$ cat config.mk
export PLATFORM = sky130hd
export DESIGN_NAME = ahb_spi
export DESIGN_NICKNAME = d
export VERILOG_FILES = /design/src/rtl/ahb_spi_pkg.sv /design/src/rtl/ahb_spi_shift_engine.sv /design/src/rtl/ahb_spi.sv
export SDC_FILE = /design/constraint.sdc
export NUM_CORES = 1
export LEC_CHECK = 0
export ABC_AREA = 1
export CORE_ASPECT_RATIO = 1.25
export CORE_UTILIZATION = 45
export DETAILED_ROUTE_END_ITERATION = 16
export GPL_ROUTABILITY_DRIVEN = 0
export PLACE_DENSITY = 0.76
export SYNTH_ARGS = -nofsm -noshare
export SYNTH_HDL_FRONTEND = slang
export SYNTH_SLANG_ARGS = --single-unit
$ cat constraint.sdc
create_clock -name HCLK -period 3.1 [get_ports HCLK]
set_input_delay 0.62 -clock HCLK [delete_from_list [all_inputs] [get_ports HCLK]]
set_output_delay 0.62 -clock HCLK [all_outputs]
set_load 0.01 [all_outputs]
$ cat src/rtl/ahb_spi_pkg.sv
// Shared register map, status bit positions and engine state encoding for ahb_spi.
package ahb_spi_pkg;

  typedef enum logic [1:0] {
    REG_CTRL   = 2'd0,
    REG_SSEL   = 2'd1,
    REG_TXDATA = 2'd2,
    REG_RXDATA = 2'd3
  } reg_idx_e;

  localparam int unsigned RXFULL_BIT = 0;
  localparam int unsigned TXDONE_BIT = 4;
  localparam int unsigned BUSY_BIT   = 5;
  localparam int unsigned SSINV_BIT  = 6;
  localparam int unsigned NBYTES_LSB = 12;
  localparam int unsigned NBYTES_MSB = 14;

  typedef enum logic {
    ST_IDLE  = 1'b0,
    ST_SHIFT = 1'b1
  } spi_state_e;

endpackage

$ cat src/rtl/ahb_spi_shift_engine.sv
// SPI mode-0 shift engine: SCLK divider, MSB-first TX/RX shifting, byte counting
// and the one-cycle done/full pulses.
module spi_shift_engine
  import ahb_spi_pkg::*;
#(
  parameter int unsigned CLK_DIV = 5
) (
  input  logic        clk_i,
  input  logic        rst_ni,
  input  logic        start_i,
  input  logic [31:0] tx_word_i,
  input  logic [2:0]  nbytes_i,
  input  logic        miso_i,
  input  logic        rx_clr_i,
  output logic        sclk_o,
  output logic        mosi_o,
  output logic        busy_o,
  output logic        done_o,
  output logic        full_o,
  output logic [31:0] rx_word_o
);

  localparam int unsigned DIV_W = (CLK_DIV > 1) ? $clog2(CLK_DIV) : 1;
  localparam logic [DIV_W-1:0] DIV_LAST = DIV_W'(CLK_DIV - 1);

  spi_state_e       state_q, state_d;
  logic [DIV_W-1:0] div_q, div_d;
  logic             sclk_q, sclk_d;
  logic [31:0]      tx_sh_q, tx_sh_d;
  logic [5:0]       bits_q, bits_d;
  logic [31:0]      rx_sh_q, rx_sh_d;
  logic [2:0]       rx_bit_q, rx_bit_d;
  logic [1:0]       rx_byte_q, rx_byte_d;
  logic [31:0]      rx_word_q, rx_word_d;
  logic [5:0]       nbits;
  logic             byte_done;

  assign nbits = {nbytes_i, 3'b000};

  always_comb begin
    state_d   = state_q;
    div_d     = div_q;
    sclk_d    = sclk_q;
    tx_sh_d   = tx_sh_q;
    bits_d    = bits_q;
    rx_sh_d   = rx_sh_q;
    rx_bit_d  = rx_bit_q;
    rx_byte_d = rx_byte_q;
    rx_word_d = rx_word_q;
    done_o    = 1'b0;
    full_o    = 1'b0;
    byte_done = 1'b0;

    case (state_q)
      ST_IDLE: begin
        if (start_i) begin
          state_d = ST_SHIFT;
          div_d   = '0;
          sclk_d  = 1'b0;
          // Left-align the frame so the first bit is on MOSI straight away.
          tx_sh_d = tx_word_i << (6'd32 - nbits);
          bits_d  = nbits;
        end
      end
      ST_SHIFT: begin
        if (div_q == DIV_LAST) begin
          div_d  = '0;
          sclk_d = ~sclk_q;
          if (!sclk_q) begin
            rx_sh_d   = {rx_sh_q[30:0], miso_i};
            rx_bit_d  = rx_bit_q + 3'd1;
            byte_done = (rx_bit_q == 3'd7);
          end else begin
            tx_sh_d = tx_sh_q << 1;
            if (bits_q == 6'd1) begin
              state_d = ST_IDLE;
              done_o  = 1'b1;
            end else begin
              bits_d = bits_q - 6'd1;
            end
          end
        end else begin
          div_d = div_q + DIV_W'(1);
        end
      end
      default: state_d = ST_IDLE;
    endcase

    // A completing 4th byte beats a simultaneous RXDATA read.
    if (byte_done && rx_byte_q == 2'd3) begin
      full_o    = 1'b1;
      rx_word_d = rx_sh_d;
      rx_byte_d = '0;
    end else if (byte_done) begin
      rx_byte_d = (rx_clr_i ? 2'd0 : rx_byte_q) + 2'd1;
    end else if (rx_clr_i) begin
      rx_byte_d = '0;
    end
  end

  always_ff @(posedge clk_i or negedge rst_ni) begin
    if (!rst_ni) begin
      state_q   <= ST_IDLE;
      div_q     <= '0;
      sclk_q    <= 1'b0;
      tx_sh_q   <= '0;
      bits_q    <= '0;
      rx_sh_q   <= '0;
      rx_bit_q  <= '0;
      rx_byte_q <= '0;
      rx_word_q <= '0;
    end else begin
      state_q   <= state_d;
      div_q     <= div_d;
      sclk_q    <= sclk_d;
      tx_sh_q   <= tx_sh_d;
      bits_q    <= bits_d;
      rx_sh_q   <= rx_sh_d;
      rx_bit_q  <= rx_bit_d;
      rx_byte_q <= rx_byte_d;
      rx_word_q <= rx_word_d;
    end
  end

  assign sclk_o    = sclk_q;
  assign mosi_o    = tx_sh_q[31];
  assign busy_o    = (state_q == ST_SHIFT);
  assign rx_word_o = rx_word_q;

endmodule

$ cat src/rtl/ahb_spi.sv
// AHB-Lite slave exposing a single-master SPI port with 32 software-driven slave selects.
module ahb_spi
  import ahb_spi_pkg::*;
#(
  parameter int unsigned CLK_DIV = 5
) (
  input  logic        HCLK,
  input  logic        HRESETn,
  input  logic        HSEL,
  input  logic        HREADY,
  input  logic [31:0] HADDR,
  input  logic        HWRITE,
  input  logic [2:0]  HSIZE,
  input  logic [1:0]  HTRANS,
  input  logic [31:0] HWDATA,
  output logic [31:0] HRDATA,
  output logic        HREADYOUT,
  input  logic        SPI_MISO_i,
  output logic        SPI_MOSI_o,
  output logic [31:0] SPI_SS_o,
  output logic        SPI_CLK_o
);

  reg_idx_e    addr_q;
  logic        write_q, valid_q;
  logic        ss_inv_q, ss_inv_d;
  logic [2:0]  nbytes_q, nbytes_d;
  logic [31:0] ssel_q, ssel_d;
  logic        rx_full_q, rx_full_d;
  logic        tx_done_q, tx_done_d;

  logic        wr_en, rd_en, start, rx_rd;
  logic        busy, done, full;
  logic [2:0]  nbytes_eff;
  logic [31:0] rx_word;
  logic        unused_ok;

  assign unused_ok = ^{HSIZE, HADDR[31:4], HADDR[1:0], HTRANS[0]};

  always_ff @(posedge HCLK or negedge HRESETn) begin
    if (!HRESETn) begin
      valid_q <= 1'b0;
      write_q <= 1'b0;
      addr_q  <= REG_CTRL;
    end else if (HREADY) begin
      valid_q <= HSEL & HTRANS[1];
      write_q <= HWRITE;
      addr_q  <= reg_idx_e'(HADDR[3:2]);
    end
  end

  assign wr_en      = valid_q & write_q;
  assign rd_en      = valid_q & ~write_q;
  assign start      = wr_en && (addr_q == REG_TXDATA) && !busy;
  assign rx_rd      = rd_en && (addr_q == REG_RXDATA);
  assign nbytes_eff = (nbytes_q == 3'd0) ? 3'd4 : nbytes_q;

  always_comb begin
    ss_inv_d  = ss_inv_q;
    nbytes_d  = nbytes_q;
    ssel_d    = ssel_q;
    tx_done_d = tx_done_q;
    rx_full_d = rx_full_q;
    if (wr_en && addr_q == REG_CTRL) begin
      ss_inv_d = HWDATA[SSINV_BIT];
      nbytes_d = HWDATA[NBYTES_MSB:NBYTES_LSB];
    end
    if (wr_en && addr_q == REG_SSEL) ssel_d = HWDATA;
    if (start || rx_rd) tx_done_d = 1'b0;
    if (done)           tx_done_d = 1'b1;
    if (rx_rd)          rx_full_d = 1'b0;
    if (full)           rx_full_d = 1'b1;
  end

  always_ff @(posedge HCLK or negedge HRESETn) begin
    if (!HRESETn) begin
      ss_inv_q  <= 1'b1;
      nbytes_q  <= 3'd4;
      ssel_q    <= '0;
      tx_done_q <= 1'b0;
      rx_full_q <= 1'b0;
    end else begin
      ss_inv_q  <= ss_inv_d;
      nbytes_q  <= nbytes_d;
      ssel_q    <= ssel_d;
      tx_done_q <= tx_done_d;
      rx_full_q <= rx_full_d;
    end
  end

  always_comb begin
    HRDATA = '0;
    if (rd_en) begin
      case (addr_q)
        REG_CTRL: begin
          HRDATA[RXFULL_BIT]            = rx_full_q;
          HRDATA[TXDONE_BIT]            = tx_done_q;
          HRDATA[BUSY_BIT]              = busy;
          HRDATA[SSINV_BIT]             = ss_inv_q;
          HRDATA[NBYTES_MSB:NBYTES_LSB] = nbytes_q;
        end
        REG_SSEL:   HRDATA = ssel_q;
        REG_RXDATA: HRDATA = rx_word;
        default:    HRDATA = '0;
      endcase
    end
  end

  spi_shift_engine #(
    .CLK_DIV (CLK_DIV)
  ) u_engine (
    .clk_i     (HCLK),
    .rst_ni    (HRESETn),
    .start_i   (start),
    .tx_word_i (HWDATA),
    .nbytes_i  (nbytes_eff),
    .miso_i    (SPI_MISO_i),
    .rx_clr_i  (rx_rd),
    .sclk_o    (SPI_CLK_o),
    .mosi_o    (SPI_MOSI_o),
    .busy_o    (busy),
    .done_o    (done),
    .full_o    (full),
    .rx_word_o (rx_word)
  );

  assign HREADYOUT = 1'b1;
  assign SPI_SS_o  = ss_inv_q ? ~ssel_q : ssel_q;

endmodule

==> impl_metrics.env <==
export IMPL_clockRootBuffer="clkbuf_16"
export IMPL_vias_per_cell=5.20
export IMPL_grt_pass1_wl_mm=32.5
export IMPL_fmax_ghz=0.340
export IMPL_dp_slack_ns=0.436
export IMPL_num_rows=53
export IMPL_yosysUniqueCellTypes=31
export IMPL_grt_busiest_layer="met2"
export IMPL_mappedNetlistNets=1086
export IMPL_grt_max_degree=87
export IMPL_final_cell_mix="nand2_1, dfrtp_1, inv_1, nand3_1, clkdlybuf4s50_1"
export IMPL_ys_seq_area_share_pct=49.4
export IMPL_drc=0
export IMPL_clk_path_buf_depth=2
export IMPL_worst_slack_ns=0.160
export IMPL_cp_start_kind="flip-flop"
export IMPL_numPortBuffers=106
export IMPL_grt_usage_pct=23.6
export IMPL_hold_path_class="in -> async"
export IMPL_grt_use_met3_pct=3.94
export IMPL_syn_avg_cell_area_um2=7.78
export IMPL_drt_iter0_markers=692
export IMPL_p_per_area_nw_per_um2=882
export IMPL_worst_path_stages=8
export IMPL_power_leakage_uw=0.00470
export IMPL_yosys_warnings=0
export IMPL_crit_required_ns=2.48
export IMPL_post_route_period_util_pct=94.8
export IMPL_first_pass_iters=6
export IMPL_antenna_found_initial=0
export IMPL_startpoint="addr_q[0]$_DFFE_PN0P_"
export IMPL_r2r_slack_ns=0.82
export IMPL_cts_htree_levels=4
export IMPL_cts_buffers=17
export IMPL_rr_endpoint="u_engine.tx_sh_q[31]$_DFFE_PN0P_"
export IMPL_cts_tree="yes"
export IMPL_num_nets_final=1176
export IMPL_min_period_ns=2.94
export IMPL_area_growth_pct=24.0
export IMPL_vdd_drop_max_uv=408
export IMPL_final_max_slew_viol_count=0
export IMPL_worstSetupEndpointType="output port"
export IMPL_netlist_instances=1004
export IMPL_use_met2_pct=38.9
export IMPL_final_common_cell="nand2_1"
export IMPL_routedWlPerCell_um=15.4
export IMPL_worst_pin_slew_ns=0.798
export IMPL_crit_fanout=11
export IMPL_r2r_start="nbytes_q[0]$_DFFE_PN0P_"
export IMPL_path_buf_inv=4
export IMPL_via_count=6906
export IMPL_dp_hpwl_mm=14.2
export IMPL_skew_ns=0.00652
export IMPL_first_global_vias=6358
export IMPL_initial_utilization_pct=46.2
export IMPL_outcome="finished clean"
export IMPL_use_met1_pct=30.5
export IMPL_overflow=0
export IMPL_endpoint="HRDATA[13]"
export IMPL_ys_seq_elements=154
export IMPL_crit_path_cell_trace="nand2_1, clkinv_2, buf_4, nand2_1, o21ai_0, o21ai_0, inv_1, clkdlybuf4s50_1"
export IMPL_cp_slowest_cell="clkdlybuf4s50_1"
export IMPL_ctsHoldBuffers=0
export IMPL_die_h_um=149
export IMPL_die_area_um2=17900
export IMPL_worst_r2r_cell_count=12
export IMPL_slew_headroom_pct=46.8
export IMPL_setup_viol=0
export IMPL_critPathMaxStageDelay_ns=0.48
export IMPL_final_hold_viol_count=0
export IMPL_worstPathArrival_ns=2.32
export IMPL_cap_violations=0
export IMPL_path_class="reg -> out"
export IMPL_io_pins=142
export IMPL_netlist_area_um2=7810
export IMPL_die_w_um=120
export IMPL_rsz0062_at_grt="false"
export IMPL_antenna_cells=0
export IMPL_core_um2=16900
export IMPL_cp_top_family="buffers and inverters"
export IMPL_antenna_left=0
export IMPL_cts_sinks=154
export IMPL_wl_mm=20.4
export IMPL_clock_latency_ns=0.42
export IMPL_tns_ns=0
export IMPL_clk_pin_slew_ns=0.06
export IMPL_drive_gt1_share_pct=6.96
==> worst register-to-register path: cells and delay by family (launching register included) <==
kind                       cells  cell delay, ns
buffers and inverters          4            0.95
DFF                            1            0.36
adders and majority gates      1            0.17
and+or+nand+nor                7            0.70
==> worst min-delay path by stage <==
stage,from,end,slack [ns],cells past startpoint
detailed placement,rx_full_q$_DFFE_PN0P_,rx_full_q$_DFFE_PN0P_,0.47,2
global route,HRESETn,u_engine.rx_word_o[10]$_DFFE_PN0P_,0.31,1
finish,HRESETn,u_engine.rx_word_o[9]$_DFFE_PN0P_,0.26,1
global placement,rx_full_q$_DFFE_PN0P_,rx_full_q$_DFFE_PN0P_,0.46,2
floorplan,HRESETn,addr_q[0]$_DFFE_PN0P_,0.32,0
CTS,HRESETn,u_engine.rx_word_o[9]$_DFFE_PN0P_,0.29,1
==> flip-flops by register name (all words and copies together), names as in the netlist <==
register            cells
nbytes_q                3
u_engine.div_q          3
u_engine.rx_sh_q       32
ss_inv_q                1
u_engine.rx_word_o     32
u_engine.tx_sh_q       32
rx_full_q               1
tx_done_q               1
valid_q                 1
u_engine.bits_q         6
u_engine.rx_bit_q       3
u_engine.busy_o         1
ssel_q                 32
write_q                 1
u_engine.sclk_o         1
u_engine.rx_byte_q      2
addr_q                  2
==> per-stage QoR <==
| step | total power (uW) | hold slack [ns] | util [%] | instance area, um2 | instances |
|---|---|---|---|---|---|
| finish | 8540 | 0.259 | 57.3 | 9690 | 1327 |
| global route | 9070 | 0.314 | 57.3 | 9690 | 1327 |
| CTS | 8540 | 0.287 | 57.3 | 9680 | 1327 |
| detailed placement | 6290 | 0.467 | 53.5 | 9040 | 1295 |
| global placement | 6190 | 0.463 | 53.5 | 9040 | 1295 |
| floorplan | 4950 | 0.324 | - | 7810 | 1004 |
==> where the power goes <==
| part | leakage (uW) | internal, uW | switching [uW] |
|---|---|---|---|
| Sequential | 0.00196 | 2540 | 450 |
| Clock | 0.000299 | 1380 | 857 |
| Combinational | 0.00244 | 1430 | 1890 |
==> synthesized netlist by cell type (all sizes together) <==
| cell | count | area, um2 |
|---|---|---|
| or2 | 7 | 43.8 |
| dfrtp | 152 | 3800 |
| nand4 | 1 | 6.26 |
| a21oi | 43 | 215 |
| dfstp | 2 | 52.6 |
| clkinv | 1 | 3.75 |
| nand3 | 109 | 546 |
| inv | 113 | 424 |
| xor2 | 33 | 289 |
| xnor2 | 3 | 26.3 |
| nor3 | 5 | 36.3 |
| mux2 | 2 | 22.5 |
| conb | 1 | 3.75 |
| o21ai | 116 | 584 |
| o211ai | 9 | 67.6 |
| buf | 26 | 171 |
| nand2 | 280 | 1060 |
| and2 | 1 | 6.26 |
| ha | 7 | 87.6 |
| nor2 | 62 | 243 |
| clkbuf | 31 | 116 |
==> per-layer routing <==
metal	vias to the layer above	share of wire, %
li1	3361	-
met1	3229	43
met2	270	49
met3	46	5.3
met4	0	3.0
met5	-	0
==> what timing repair did <==
action / 4_1_cts / 5_1_grt
resized for setup: 1 / 2
endpoints found under the setup margin: 1 / 3
setup buffers: 0 / 0
==> cell type report <==
class	instances	area, um2
inverters	114	429
clock buffers	20	447
clock inverters	12	189
repair buffers	128	1240
flip-flops and latches	154	3860
fillers	1486	7220
well taps	220	275
multi-input cells	679	3250
==> cell families after synthesis <==
kind of cell	Yosys count	synth area share [%]
simple gates	465	24.9
flops	154	49.4
fa+ha+maj	7	1.12
compound gates	168	11.1
buf+inv	171	9.16
other cells	1	0.0480
xor+xnor	36	4.04
mux	2	0.288
No activity file was read; power rests on OpenSTA's default activity.
